**src/rtl/mem_bus_pkg.sv**
```systemverilog
// ----------------------------------------------------------------------------
// mem_bus_pkg
//   Shared types and constants for the PicoRV32 native memory bus.
//   - MEM_ADDR_W / MEM_DATA_W / MEM_STRB_W : native bus field widths
//   - arb_state_t : arbiter FSM states
//   - mem_req_t   : one master's request (valid, instr, addr, wdata, wstrb)
//   - wdog_cnt_w  : watchdog counter width for a given timeout
// ----------------------------------------------------------------------------
package mem_bus_pkg;

   localparam int MEM_ADDR_W = 32;
   localparam int MEM_DATA_W = 32;
   localparam int MEM_STRB_W = 4;

   typedef enum logic [1:0] {
      IDLE   = 2'd0,
      GRANT0 = 2'd1,
      GRANT1 = 2'd2
   } arb_state_t;

   typedef struct packed {
      logic                  valid;
      logic                  instr;
      logic [MEM_ADDR_W-1:0] addr;
      logic [MEM_DATA_W-1:0] wdata;
      logic [MEM_STRB_W-1:0] wstrb;
   } mem_req_t;

   // A disabled watchdog (timeout 0) still gets a 1-bit counter so that
   // no zero-width vectors appear.
   function automatic int wdog_cnt_w(input int unsigned timeout);
      return (timeout > 0) ? $clog2(timeout + 1) : 1;
   endfunction

endpackage

```
**src/rtl/mem_bus_if.sv**
```systemverilog
// ----------------------------------------------------------------------------
// mem_bus_if
//   One PicoRV32 native memory bus link.
//   master modport : drives valid/instr/addr/wdata/wstrb, receives ready/rdata
//   slave  modport : receives the request, drives ready/rdata
// ----------------------------------------------------------------------------
interface mem_bus_if;
   import mem_bus_pkg::*;

   logic                  valid;
   logic                  instr;
   logic [MEM_ADDR_W-1:0] addr;
   logic [MEM_DATA_W-1:0] wdata;
   logic [MEM_STRB_W-1:0] wstrb;
   logic                  ready;
   logic [MEM_DATA_W-1:0] rdata;

   modport master (
      output valid, instr, addr, wdata, wstrb,
      input  ready, rdata
   );

   modport slave (
      input  valid, instr, addr, wdata, wstrb,
      output ready, rdata
   );

endinterface

```
**src/rtl/mem_wdog.sv**
```systemverilog
// ----------------------------------------------------------------------------
// mem_wdog
//   Transfer watchdog: counts granted cycles without mem_ready and flags the
//   cycle on which the transfer must be aborted.
//   clk       in  : clock
//   reset_n   in  : synchronous active-low reset
//   clear     in  : hold the counter at zero (arbiter idle)
//   active    in  : a grant is in progress
//   mem_ready in  : slave acknowledge
//   timeout   out : combinational abort pulse (count reached, no ready)
// ----------------------------------------------------------------------------
module mem_wdog
   import mem_bus_pkg::*;
#(
   parameter int unsigned TIMEOUT_CYCLES = 255
) (
   input  logic clk,
   input  logic reset_n,
   input  logic clear,
   input  logic active,
   input  logic mem_ready,
   output logic timeout
);

   localparam int              CNT_W = wdog_cnt_w(TIMEOUT_CYCLES);
   localparam logic [CNT_W-1:0] LIMIT = CNT_W'(TIMEOUT_CYCLES);

   logic [CNT_W-1:0] wd_cnt_reg;
   logic [CNT_W-1:0] wd_cnt_next;

   // Holding the count at zero while idle is the same as clearing it on
   // grant entry. Counting stops at LIMIT so the counter never wraps; with
   // TIMEOUT_CYCLES = 0 LIMIT is 0 and the counter never moves.
   always_comb begin
      wd_cnt_next = wd_cnt_reg;
      if (clear) begin
         wd_cnt_next = '0;
      end else if (active && !mem_ready && (wd_cnt_reg != LIMIT)) begin
         wd_cnt_next = wd_cnt_reg + CNT_W'(1);
      end
   end

   always_ff @(posedge clk) begin
      if (!reset_n) begin
         wd_cnt_reg <= '0;
      end else begin
         wd_cnt_reg <= wd_cnt_next;
      end
   end

   assign timeout = (TIMEOUT_CYCLES != 0) && active && !mem_ready &&
                    (wd_cnt_reg == LIMIT);

endmodule

```
**src/rtl/mem_arbiter.sv**
```systemverilog
// ----------------------------------------------------------------------------
// mem_arbiter
//   Two-master, one-slave round-robin arbiter for the PicoRV32 native bus.
//   A grant is held until the slave acknowledges or the watchdog expires;
//   every transfer is followed by at least one idle cycle.
//   clk        in  : clock
//   reset_n    in  : synchronous active-low reset
//   m0, m1     slave modports  : requesting masters (m0 = CPU core)
//   mem        master modport  : shared memory
//   grant      out [1:0] : one-hot owner, 2'b00 when idle
//   err        out       : sticky timeout flag
//   err_clear  in        : clears err (a new timeout in the same cycle wins)
//   err_addr   out [31:0]: address of the most recent timed-out transfer
// ----------------------------------------------------------------------------
module mem_arbiter
   import mem_bus_pkg::*;
#(
   parameter int unsigned           TIMEOUT_CYCLES = 255,
   parameter logic [MEM_DATA_W-1:0] ERR_DATA       = 32'hDEADBEEF
) (
   input  logic                  clk,
   input  logic                  reset_n,
   mem_bus_if.slave              m0,
   mem_bus_if.slave              m1,
   mem_bus_if.master             mem,
   output logic [1:0]            grant,
   output logic                  err,
   input  logic                  err_clear,
   output logic [MEM_ADDR_W-1:0] err_addr
);

   arb_state_t            state_reg;
   arb_state_t            state_next;
   logic                  last_grant_reg;   // 0: m0 was granted last, 1: m1
   logic                  err_reg;
   logic [MEM_ADDR_W-1:0] err_addr_reg;

   mem_req_t              req_sel;
   logic                  rsp_ready;
   logic [MEM_DATA_W-1:0] rsp_rdata;
   logic                  wd_active;
   logic                  timeout;

   assign wd_active = (state_reg != IDLE);

   mem_wdog #(
      .TIMEOUT_CYCLES (TIMEOUT_CYCLES)
   ) u_wdog (
      .clk       (clk),
      .reset_n   (reset_n),
      .clear     (!wd_active),
      .active    (wd_active),
      .mem_ready (mem.ready),
      .timeout   (timeout)
   );

   // ---------------------------------------------------------------------
   // Next state and routing
   // ---------------------------------------------------------------------
   always_comb begin
      state_next = state_reg;
      req_sel    = '0;
      grant      = 2'b00;

      unique case (state_reg)
         IDLE: begin
            // mem_ready is ignored here; the winner of a tie is the master
            // that was not served last.
            if (m0.valid && m1.valid) begin
               state_next = last_grant_reg ? GRANT0 : GRANT1;
            end else if (m0.valid) begin
               state_next = GRANT0;
            end else if (m1.valid) begin
               state_next = GRANT1;
            end
         end
         GRANT0: begin
            grant   = 2'b01;
            req_sel = '{valid: m0.valid, instr: m0.instr, addr: m0.addr,
                        wdata: m0.wdata, wstrb: m0.wstrb};
            if (mem.ready || timeout) begin
               state_next = IDLE;
            end
         end
         GRANT1: begin
            grant   = 2'b10;
            req_sel = '{valid: m1.valid, instr: m1.instr, addr: m1.addr,
                        wdata: m1.wdata, wstrb: m1.wstrb};
            if (mem.ready || timeout) begin
               state_next = IDLE;
            end
         end
         default: begin
            state_next = IDLE;
         end
      endcase

      // timeout is only raised while mem_ready is low, so the slave
      // response always wins a coincident timeout.
      rsp_ready = wd_active && (mem.ready || timeout);
      rsp_rdata = timeout ? ERR_DATA : mem.rdata;

      mem.valid = req_sel.valid && !timeout;
      mem.instr = req_sel.instr;
      mem.addr  = req_sel.addr;
      mem.wdata = req_sel.wdata;
      mem.wstrb = req_sel.wstrb;

      // A reset that lands mid-transfer must not complete it, so readies
      // are suppressed while reset_n is low.
      m0.ready = grant[0] && rsp_ready && reset_n;
      m0.rdata = grant[0] ? rsp_rdata : '0;
      m1.ready = grant[1] && rsp_ready && reset_n;
      m1.rdata = grant[1] ? rsp_rdata : '0;
   end

   // ---------------------------------------------------------------------
   // State, round-robin pointer, error capture
   // ---------------------------------------------------------------------
   always_ff @(posedge clk) begin
      if (!reset_n) begin
         state_reg      <= IDLE;
         last_grant_reg <= 1'b1;
         err_reg        <= 1'b0;
         err_addr_reg   <= '0;
      end else begin
         state_reg <= state_next;
         if (state_reg == IDLE && state_next == GRANT0) begin
            last_grant_reg <= 1'b0;
         end else if (state_reg == IDLE && state_next == GRANT1) begin
            last_grant_reg <= 1'b1;
         end
         if (timeout) begin
            err_reg      <= 1'b1;
            err_addr_reg <= req_sel.addr;
         end else if (err_clear) begin
            err_reg <= 1'b0;
         end
      end
   end

   assign err      = err_reg;
   assign err_addr = err_addr_reg;

endmodule

```
**src/flat_wrapper.sv**
```systemverilog
// flat-port wrapper written by rule: the top's interface ports become plain ports
module mem_arbiter_flat import mem_bus_pkg::*;
#(
   parameter int unsigned           TIMEOUT_CYCLES = 255,
   parameter logic [MEM_DATA_W-1:0] ERR_DATA       = 32'hDEADBEEF
)
  (clk, reset_n, grant, err, err_clear, err_addr, m0_valid, m0_instr, m0_addr, m0_wdata, m0_wstrb, m0_ready, m0_rdata, m1_valid, m1_instr, m1_addr, m1_wdata, m1_wstrb, m1_ready, m1_rdata, mem_valid, mem_instr, mem_addr, mem_wdata, mem_wstrb, mem_ready, mem_rdata);
  mem_bus_if m0_i ();
  mem_bus_if m1_i ();
  mem_bus_if mem_i ();
  input  logic clk;
  input  logic reset_n;
  output logic [1:0] grant;
  output logic err;
  input  logic err_clear;
  output logic [MEM_ADDR_W-1:0] err_addr;
  input wire logic [$bits(m0_i.valid)-1:0] m0_valid;
  input wire logic [$bits(m0_i.instr)-1:0] m0_instr;
  input wire logic [$bits(m0_i.addr)-1:0] m0_addr;
  input wire logic [$bits(m0_i.wdata)-1:0] m0_wdata;
  input wire logic [$bits(m0_i.wstrb)-1:0] m0_wstrb;
  output wire logic [$bits(m0_i.ready)-1:0] m0_ready;
  output wire logic [$bits(m0_i.rdata)-1:0] m0_rdata;
  input wire logic [$bits(m1_i.valid)-1:0] m1_valid;
  input wire logic [$bits(m1_i.instr)-1:0] m1_instr;
  input wire logic [$bits(m1_i.addr)-1:0] m1_addr;
  input wire logic [$bits(m1_i.wdata)-1:0] m1_wdata;
  input wire logic [$bits(m1_i.wstrb)-1:0] m1_wstrb;
  output wire logic [$bits(m1_i.ready)-1:0] m1_ready;
  output wire logic [$bits(m1_i.rdata)-1:0] m1_rdata;
  output wire logic [$bits(mem_i.valid)-1:0] mem_valid;
  output wire logic [$bits(mem_i.instr)-1:0] mem_instr;
  output wire logic [$bits(mem_i.addr)-1:0] mem_addr;
  output wire logic [$bits(mem_i.wdata)-1:0] mem_wdata;
  output wire logic [$bits(mem_i.wstrb)-1:0] mem_wstrb;
  input wire logic [$bits(mem_i.ready)-1:0] mem_ready;
  input wire logic [$bits(mem_i.rdata)-1:0] mem_rdata;
  assign m0_i.valid = m0_valid;
  assign m0_i.instr = m0_instr;
  assign m0_i.addr = m0_addr;
  assign m0_i.wdata = m0_wdata;
  assign m0_i.wstrb = m0_wstrb;
  assign m0_ready = m0_i.ready;
  assign m0_rdata = m0_i.rdata;
  assign m1_i.valid = m1_valid;
  assign m1_i.instr = m1_instr;
  assign m1_i.addr = m1_addr;
  assign m1_i.wdata = m1_wdata;
  assign m1_i.wstrb = m1_wstrb;
  assign m1_ready = m1_i.ready;
  assign m1_rdata = m1_i.rdata;
  assign mem_valid = mem_i.valid;
  assign mem_instr = mem_i.instr;
  assign mem_addr = mem_i.addr;
  assign mem_wdata = mem_i.wdata;
  assign mem_wstrb = mem_i.wstrb;
  assign mem_i.ready = mem_ready;
  assign mem_i.rdata = mem_rdata;
  mem_arbiter #(.TIMEOUT_CYCLES(TIMEOUT_CYCLES), .ERR_DATA(ERR_DATA)) u_core (.clk(clk), .reset_n(reset_n), .m0(m0_i), .m1(m1_i), .mem(mem_i), .grant(grant), .err(err), .err_clear(err_clear), .err_addr(err_addr));
endmodule
```
**config.mk**
```make
export PLATFORM = sky130hd
export DESIGN_NAME = mem_arbiter_flat
export DESIGN_NICKNAME = d
export VERILOG_FILES = /design/src/rtl/mem_bus_pkg.sv /design/src/rtl/mem_bus_if.sv /design/src/rtl/mem_wdog.sv /design/src/rtl/mem_arbiter.sv /design/src/flat_wrapper.sv
export SDC_FILE = /design/constraint.sdc
export NUM_CORES = 1
export LEC_CHECK = 0
export CORE_AREA = 2 2 135 137
export CTS_CLUSTER_DIAMETER = 30
export DETAILED_ROUTE_END_ITERATION = 8
export DIE_AREA = 0 0 137 139
export GPL_TIMING_DRIVEN = 0
export MAX_ROUTING_LAYER = met4
export RECOVER_POWER = 25
export SETUP_SLACK_MARGIN = 0.02
export SYNTH_ARGS = -nofsm -noshare
export SYNTH_HDL_FRONTEND = slang
export SYNTH_HIERARCHICAL = 1
export SYNTH_SLANG_ARGS = --single-unit
```
**constraint.sdc**
```tcl
create_clock -name clk -period 2.25 [get_ports clk]
set_clock_uncertainty 0.05 [all_clocks]
set_input_delay 0.3375 -clock clk [delete_from_list [all_inputs] [get_ports clk]]
set_output_delay 0.3375 -clock clk [all_outputs]
set_load 0.05 [all_outputs]
```
* Word-level counts from Yosys, hierarchy flattened
Index checks and enable logic that the tools add are counted. Widths: inputs -> output; s select.
Word-level totals: input port bits 176, output and inout port bits 171, register bits 44, logic and storage cells 48
Cells by class: reductions and logical operators 21, multiplexer cells 15, add/sub/neg operators 1, equality and inequality tests 6
Operators with widths (number):
- $pmux 70 s2 | 1
- $mux 32 | 3
- $logic_and 1x1->1 | 12
- $mux 2 | 5
- $add 8x1->8 const B | 1
- $eq 8x8->1 const B | 1
- $ne 8x8->1 const B | 1
- $pmux 2 s2 | 2
- $reduce_bool 2->1 | 3
- $eq 2x1->1 const B | 2
- $eq 2x2->1 const B | 2
- $mux 1 | 4
- $logic_not 1->1 | 2
- $logic_not 2->1 | 1
- $reduce_and 2->1 | 1
- $reduce_or 2->1 | 1
- $logic_or 1x1->1 | 1

* Depth between registers and ports, before layout
depth in word-level cells 10, depth in mapped cells 10, depth with buffers taken out 9

* Modules after synthesis
The synthesis kept the hierarchy.
Modules (own cells, without submodules):
- mem_arbiter | area each 3163.0 um^2, cells each 387, times used 1, seq. area each 720.7 um^2
- mem_wdog | area each 414.1 um^2, cells each 50, times used 1, seq. area each 160.2 um^2

* Least setup slack after synthesis
OpenSTA, ideal clock, no wires.
path type register to output, from register u_core.state_reg[0], to output port m0_ready, slack -1322 ps, data arrival time 3185 ps, cell stages (with the launch flop) 10, required time 1862 ps, buffers on the path 2, path through dfxtp_1 > inv_1 > ha_1 > inv_1 > nand4b_1 > nor2_1 > buf_2 > buf_2 > nor2_1 > nor4bb_1
Between the ends: word-level cells in the longest chain between the ends 7, elaborated cells between the ends (all ways) 10, those cells by class eq/ne: 2; mux: 1; reduce/logical: 7
Ends and longest elaborated chain:
- start: declaration | RTL line mem_arbiter.sv:32 | arb_state_t state_reg;
- start signal: assignment | RTL line mem_arbiter.sv:127 | state_reg <= state_next;
- $reduce_bool 2->1 | RTL line mem_arbiter.sv:44 | assign wd_active = (state_reg != IDLE);
- named net u_core.wd_active | RTL line mem_arbiter.sv:41 | logic wd_active;
- $logic_and 1x1->1 (2 in series) | RTL line mem_wdog.sv:51 | assign timeout = (TIMEOUT_CYCLES != 0) && active && !mem_ready &&
- named net u_core.timeout | RTL line mem_arbiter.sv:42 | logic timeout;
- $logic_or 1x1->1 | RTL line mem_arbiter.sv:100 | rsp_ready = wd_active && (mem.ready || timeout);
- $logic_and 1x1->1 | RTL line mem_arbiter.sv:100
- $logic_and 1x1->1 (2 in series) | RTL line mem_arbiter.sv:111 | m0.ready = grant[0] && rsp_ready && reset_n;
- end: declaration | RTL line flat_wrapper.sv:22 | output wire logic [$bits(m0_i.ready)-1:0] m0_ready;
The timed path passes the listed nets, and every way through them passes these cells.

* Worst setup path after layout
from register u_core.state_reg[1], to output port m0_rdata[18]
Between the ends: word-level cells in the longest chain between the ends 5, elaborated cells between the ends (all ways) 8, those cells by class eq/ne: 2; mux: 3; reduce/logical: 3
Ends and longest elaborated chain:
- $reduce_bool 2->1 | RTL line mem_arbiter.sv:44
- named net u_core.wd_active | RTL line mem_arbiter.sv:41
- $logic_and 1x1->1 (2 in series) | RTL line mem_wdog.sv:51
- named net u_core.timeout | RTL line mem_arbiter.sv:42
- $mux 32 | RTL line mem_arbiter.sv:101 | rsp_rdata = timeout ? ERR_DATA : mem.rdata;
- $mux 32 | RTL line mem_arbiter.sv:112 | m0.rdata = grant[0] ? rsp_rdata : '0;
- end: declaration | RTL line flat_wrapper.sv:23 | output wire logic [$bits(m0_i.rdata)-1:0] m0_rdata;
The timed path passes the listed nets, and every way through them passes these cells.

==> results.yml <==
run_status:
  status: "complete, but fails checks"
  violations: "setup timing"
final_layout:
  stdcell_count: 1060
  fillers: 1685
  largest_reg_flops: 32
  fin_area_um2: 8670
  fin_nets: 1013
  drive_gt1_frac: 0.475
  diodes: 0
  area_growth_pct: 142
critical_path:
  cp-start-kind: "flop"
  rrSetupSlack_ps: 0
  crit_arrival_ps: 2010
  worst_ep_required_time_ps: 1860
  worstSetupPathType: "reg -> out"
  r2r_cells: 11
  cp-end-kind: "output pin"
  crit_fanout: 10
logic_synthesis:
  synth.ff_latch_count: 44
  ys_seq_area_frac: 0.246
  synthesis.area_um2: 3580
  avgSynthCellArea_um2: 8.19
  yosysUniqueCellTypes: 43
  yosysWarnings: 6
  syn_nets: 620
  netlist_instances: 437
route:
  drc: 0
  ant_nets: 0
  routed_wl_mm: 19.7
  wl_met3_mm: 1.48
  vias: 4938
  vias_per_cell: 4.66
  first_pass_iters: 4
  wl_met2_mm: 10.1
  dr.max_layer_used: "met4"
  drtIter0Drc: 194
  met1_length_mm: 7.68
  wl_per_cell_um: 18.6
clocking:
  cts_sinks: 44
  clk_latency_ps: 300
  cts_made_buffers: 5
  clk_pin_slew_ps: 60
  cts_root_buffer: "clkbuf_16"
  cts_max_path_buffers: 2
  htree_levels: 2
  cts_tree: "yes"
timing:
  fin_crit_ps: 2400
  hold_viol: 0
  fmax_mhz: 416
  rsz0062_at_grt: "true"
  relSlewSlack: 0.639
  fin_ws_ps: -151
  fin_crit_sh: 1.07
  setup_viol: 94
  finalMaxSlewViolations: 0
  worstMarginPinSlew_ps: 540
floorplanning:
  coreArea_um2: 17700
  core.rowCount: 49
  die_h_um: 139
  dieArea_um2: 19000
  dieWidth_um: 137
  initial_core_util: 0.203
  io_pins: 347
hold_path:
  hold_path.class: "reg -> reg"
  whs_path_depth: 2
placed_design:
  portBuffers: 346
  placed_cells: 1012
  dpl_cell_area_um2: 7600
  dpl.hpwl_mm: 15.1
  place_congestion: 0.868
grt:
  grt_pass1_wl_mm: 27.5
  grt_pass1_vias: 5018
  overflow: 0
  grt_max_degree: 14
  antenna_found_initial: 0
  grt_use_total: 0.193
power:
  powerDensity_nw_per_um2: 491
  vdd_drop_max_uv: 398
  total_leakage_power_nw: 3.22
run:
  maxCapViolations: 0
==> cell usage after synthesis, drive strengths merged <==
cell | instances | area [µm²]
nor2b | 105 | 657
a22oi | 71 | 533
o21a | 49 | 368
dfxtp | 44 | 881
mux2i | 33 | 330
buf | 22 | 108
clkbuf | 22 | 82.6
and2 | 16 | 100
nor2 | 11 | 41.3
ha | 7 | 87.6
o21ai | 7 | 35.0
nand2 | 6 | 25.0
a21oi | 5 | 25.0
inv | 4 | 15.0
nand2b | 4 | 25.0
nor3 | 4 | 20.0
nand3 | 3 | 15.0
a211oi | 2 | 20.0
nor4bb | 2 | 20.0
a2111oi | 1 | 27.5
a21boi | 1 | 7.51
a31oi | 1 | 6.26
a32oi | 1 | 8.76
and2b | 1 | 10.0
and3 | 1 | 11.3
and4 | 1 | 8.76
nand3b | 1 | 7.51
nand4 | 1 | 6.26
nand4b | 1 | 8.76
nor3b | 1 | 7.51
o31a | 1 | 8.76
o31ai | 1 | 7.51
o32a | 1 | 10.0
or3 | 1 | 6.26
or3b | 1 | 11.3
or4 | 1 | 7.51
or4b | 1 | 10.0
xnor2 | 1 | 8.76
xor2 | 1 | 8.76
==> kinds of logic (layout without fill, tap and decap cells) <==
logic type      after synthesis  count (layout)  synth area share
mux                          33              33            0.0923
fa+ha+maj                     7               7            0.0245
compound gates              141             141             0.296
flops                        44              44             0.246
buf+inv                      48             442            0.0574
simple gates                162             162             0.279
xor+xnor                      2               2           0.00490
==> critical path, cell delays in order, from the launching register on <==
cell and delay, ps:
dfxtp_4 360, inv_4 90, ha_4 150, inv_4 30, nand4b_1 100, nor2_1 50
buf_4 160, buf_12 140, buf_4 130, buf_12 140, o21a_4 230, buf_8 150
==> metrics by stage <==
| stage | setup slack (ps) | util | hold WS (ps) | TNS, ps | total power, mW |
|---|---|---|---|---|---|
| floorplan | -124 | - | 401 | -1640 | 2.19 |
| CTS | -181 | 0.460 | 469 | -8980 | 4.06 |
| global route | -266 | 0.491 | 489 | -19290 | 4.44 |
| finish | -151 | 0.491 | 470 | -8130 | 4.26 |
| global placement | -1380 | 0.431 | 433 | -124560 | 3.05 |
| detailed placement | -1370 | 0.431 | 456 | -127890 | 3.07 |
==> metal layers <==
metal	track usage	vias up
met4	0.0597	0
met3	0.0453	28
met2	0.343	237
met5	-	-
met1	0.209	2319
li1	-	2354
==> worst paths after layout <==
kind,startpoint,end
max reg2reg,u_core/state_reg[1]$_SDFF_PN0_,u_core/last_grant_reg$_SDFFE_PN1P_
min,u_core/u_wdog/wd_cnt_reg[3]$_SDFFE_PP0P_,u_core/u_wdog/wd_cnt_reg[3]$_SDFFE_PP0P_
min reg2reg,u_core/u_wdog/wd_cnt_reg[3]$_SDFFE_PP0P_,u_core/u_wdog/wd_cnt_reg[3]$_SDFFE_PP0P_
max,u_core/state_reg[1]$_SDFF_PN0_,m0_rdata[18]
==> layout make-up <==
| cell class | instances | area (µm²) | area share |
|---|---|---|---|
| clock buffers | 7 | 133 | 0.0153 |
| inverters | 4 | 25.0 | 0.00289 |
| repair buffers | 387 | 3850 | 0.444 |
| plain buffers | 43 | 439 | 0.0506 |
| clock inverters | 1 | 8.76 | 0.00101 |
| flip-flops and latches | 44 | 892 | 0.103 |
| well taps | 229 | 287 | 0.0330 |
| multi-input cells | 345 | 3040 | 0.351 |
==> timing repair <==
action | CTS | global route
gates resized for setup | 965 | 99
cloned | 2 | 3
pin swaps | 5 | 7
setup endpoints to repair | 138 | 131
buffers inserted | 15 | 21
hold buffers | 0 | 0
==> where the power goes <==
group	switching, mW	total (mW)	internal [mW]
Clock	0.328	0.743	0.415
Sequential	0.0220	0.813	0.792
Combinational	1.42	2.70	1.28
==> cell usage in the layout, fill, tap and decap left out, drive strengths merged, types with 2 or more instances in the layout <==
cell type      netlist  final
bufbuf               0      2
o21a                49     49
ha                   7      7
and2                16     16
buf                 22    187
dlygate4sd2          0      2
a211oi               2      2
clkdlybuf4s50        0    208
dfxtp               44     44
a22oi               71     71
nand2b               4      4
nor3                 4      4
nand3                3      3
nor2                11     11
mux2i               33     33
nor4bb               2      2
inv                  4      4
o21ai                7      7
nand2                6      6
clkbuf              22     38
nor2b              105    105
a21oi                5      5
Note: power is estimated with default switching activity, not from simulation.
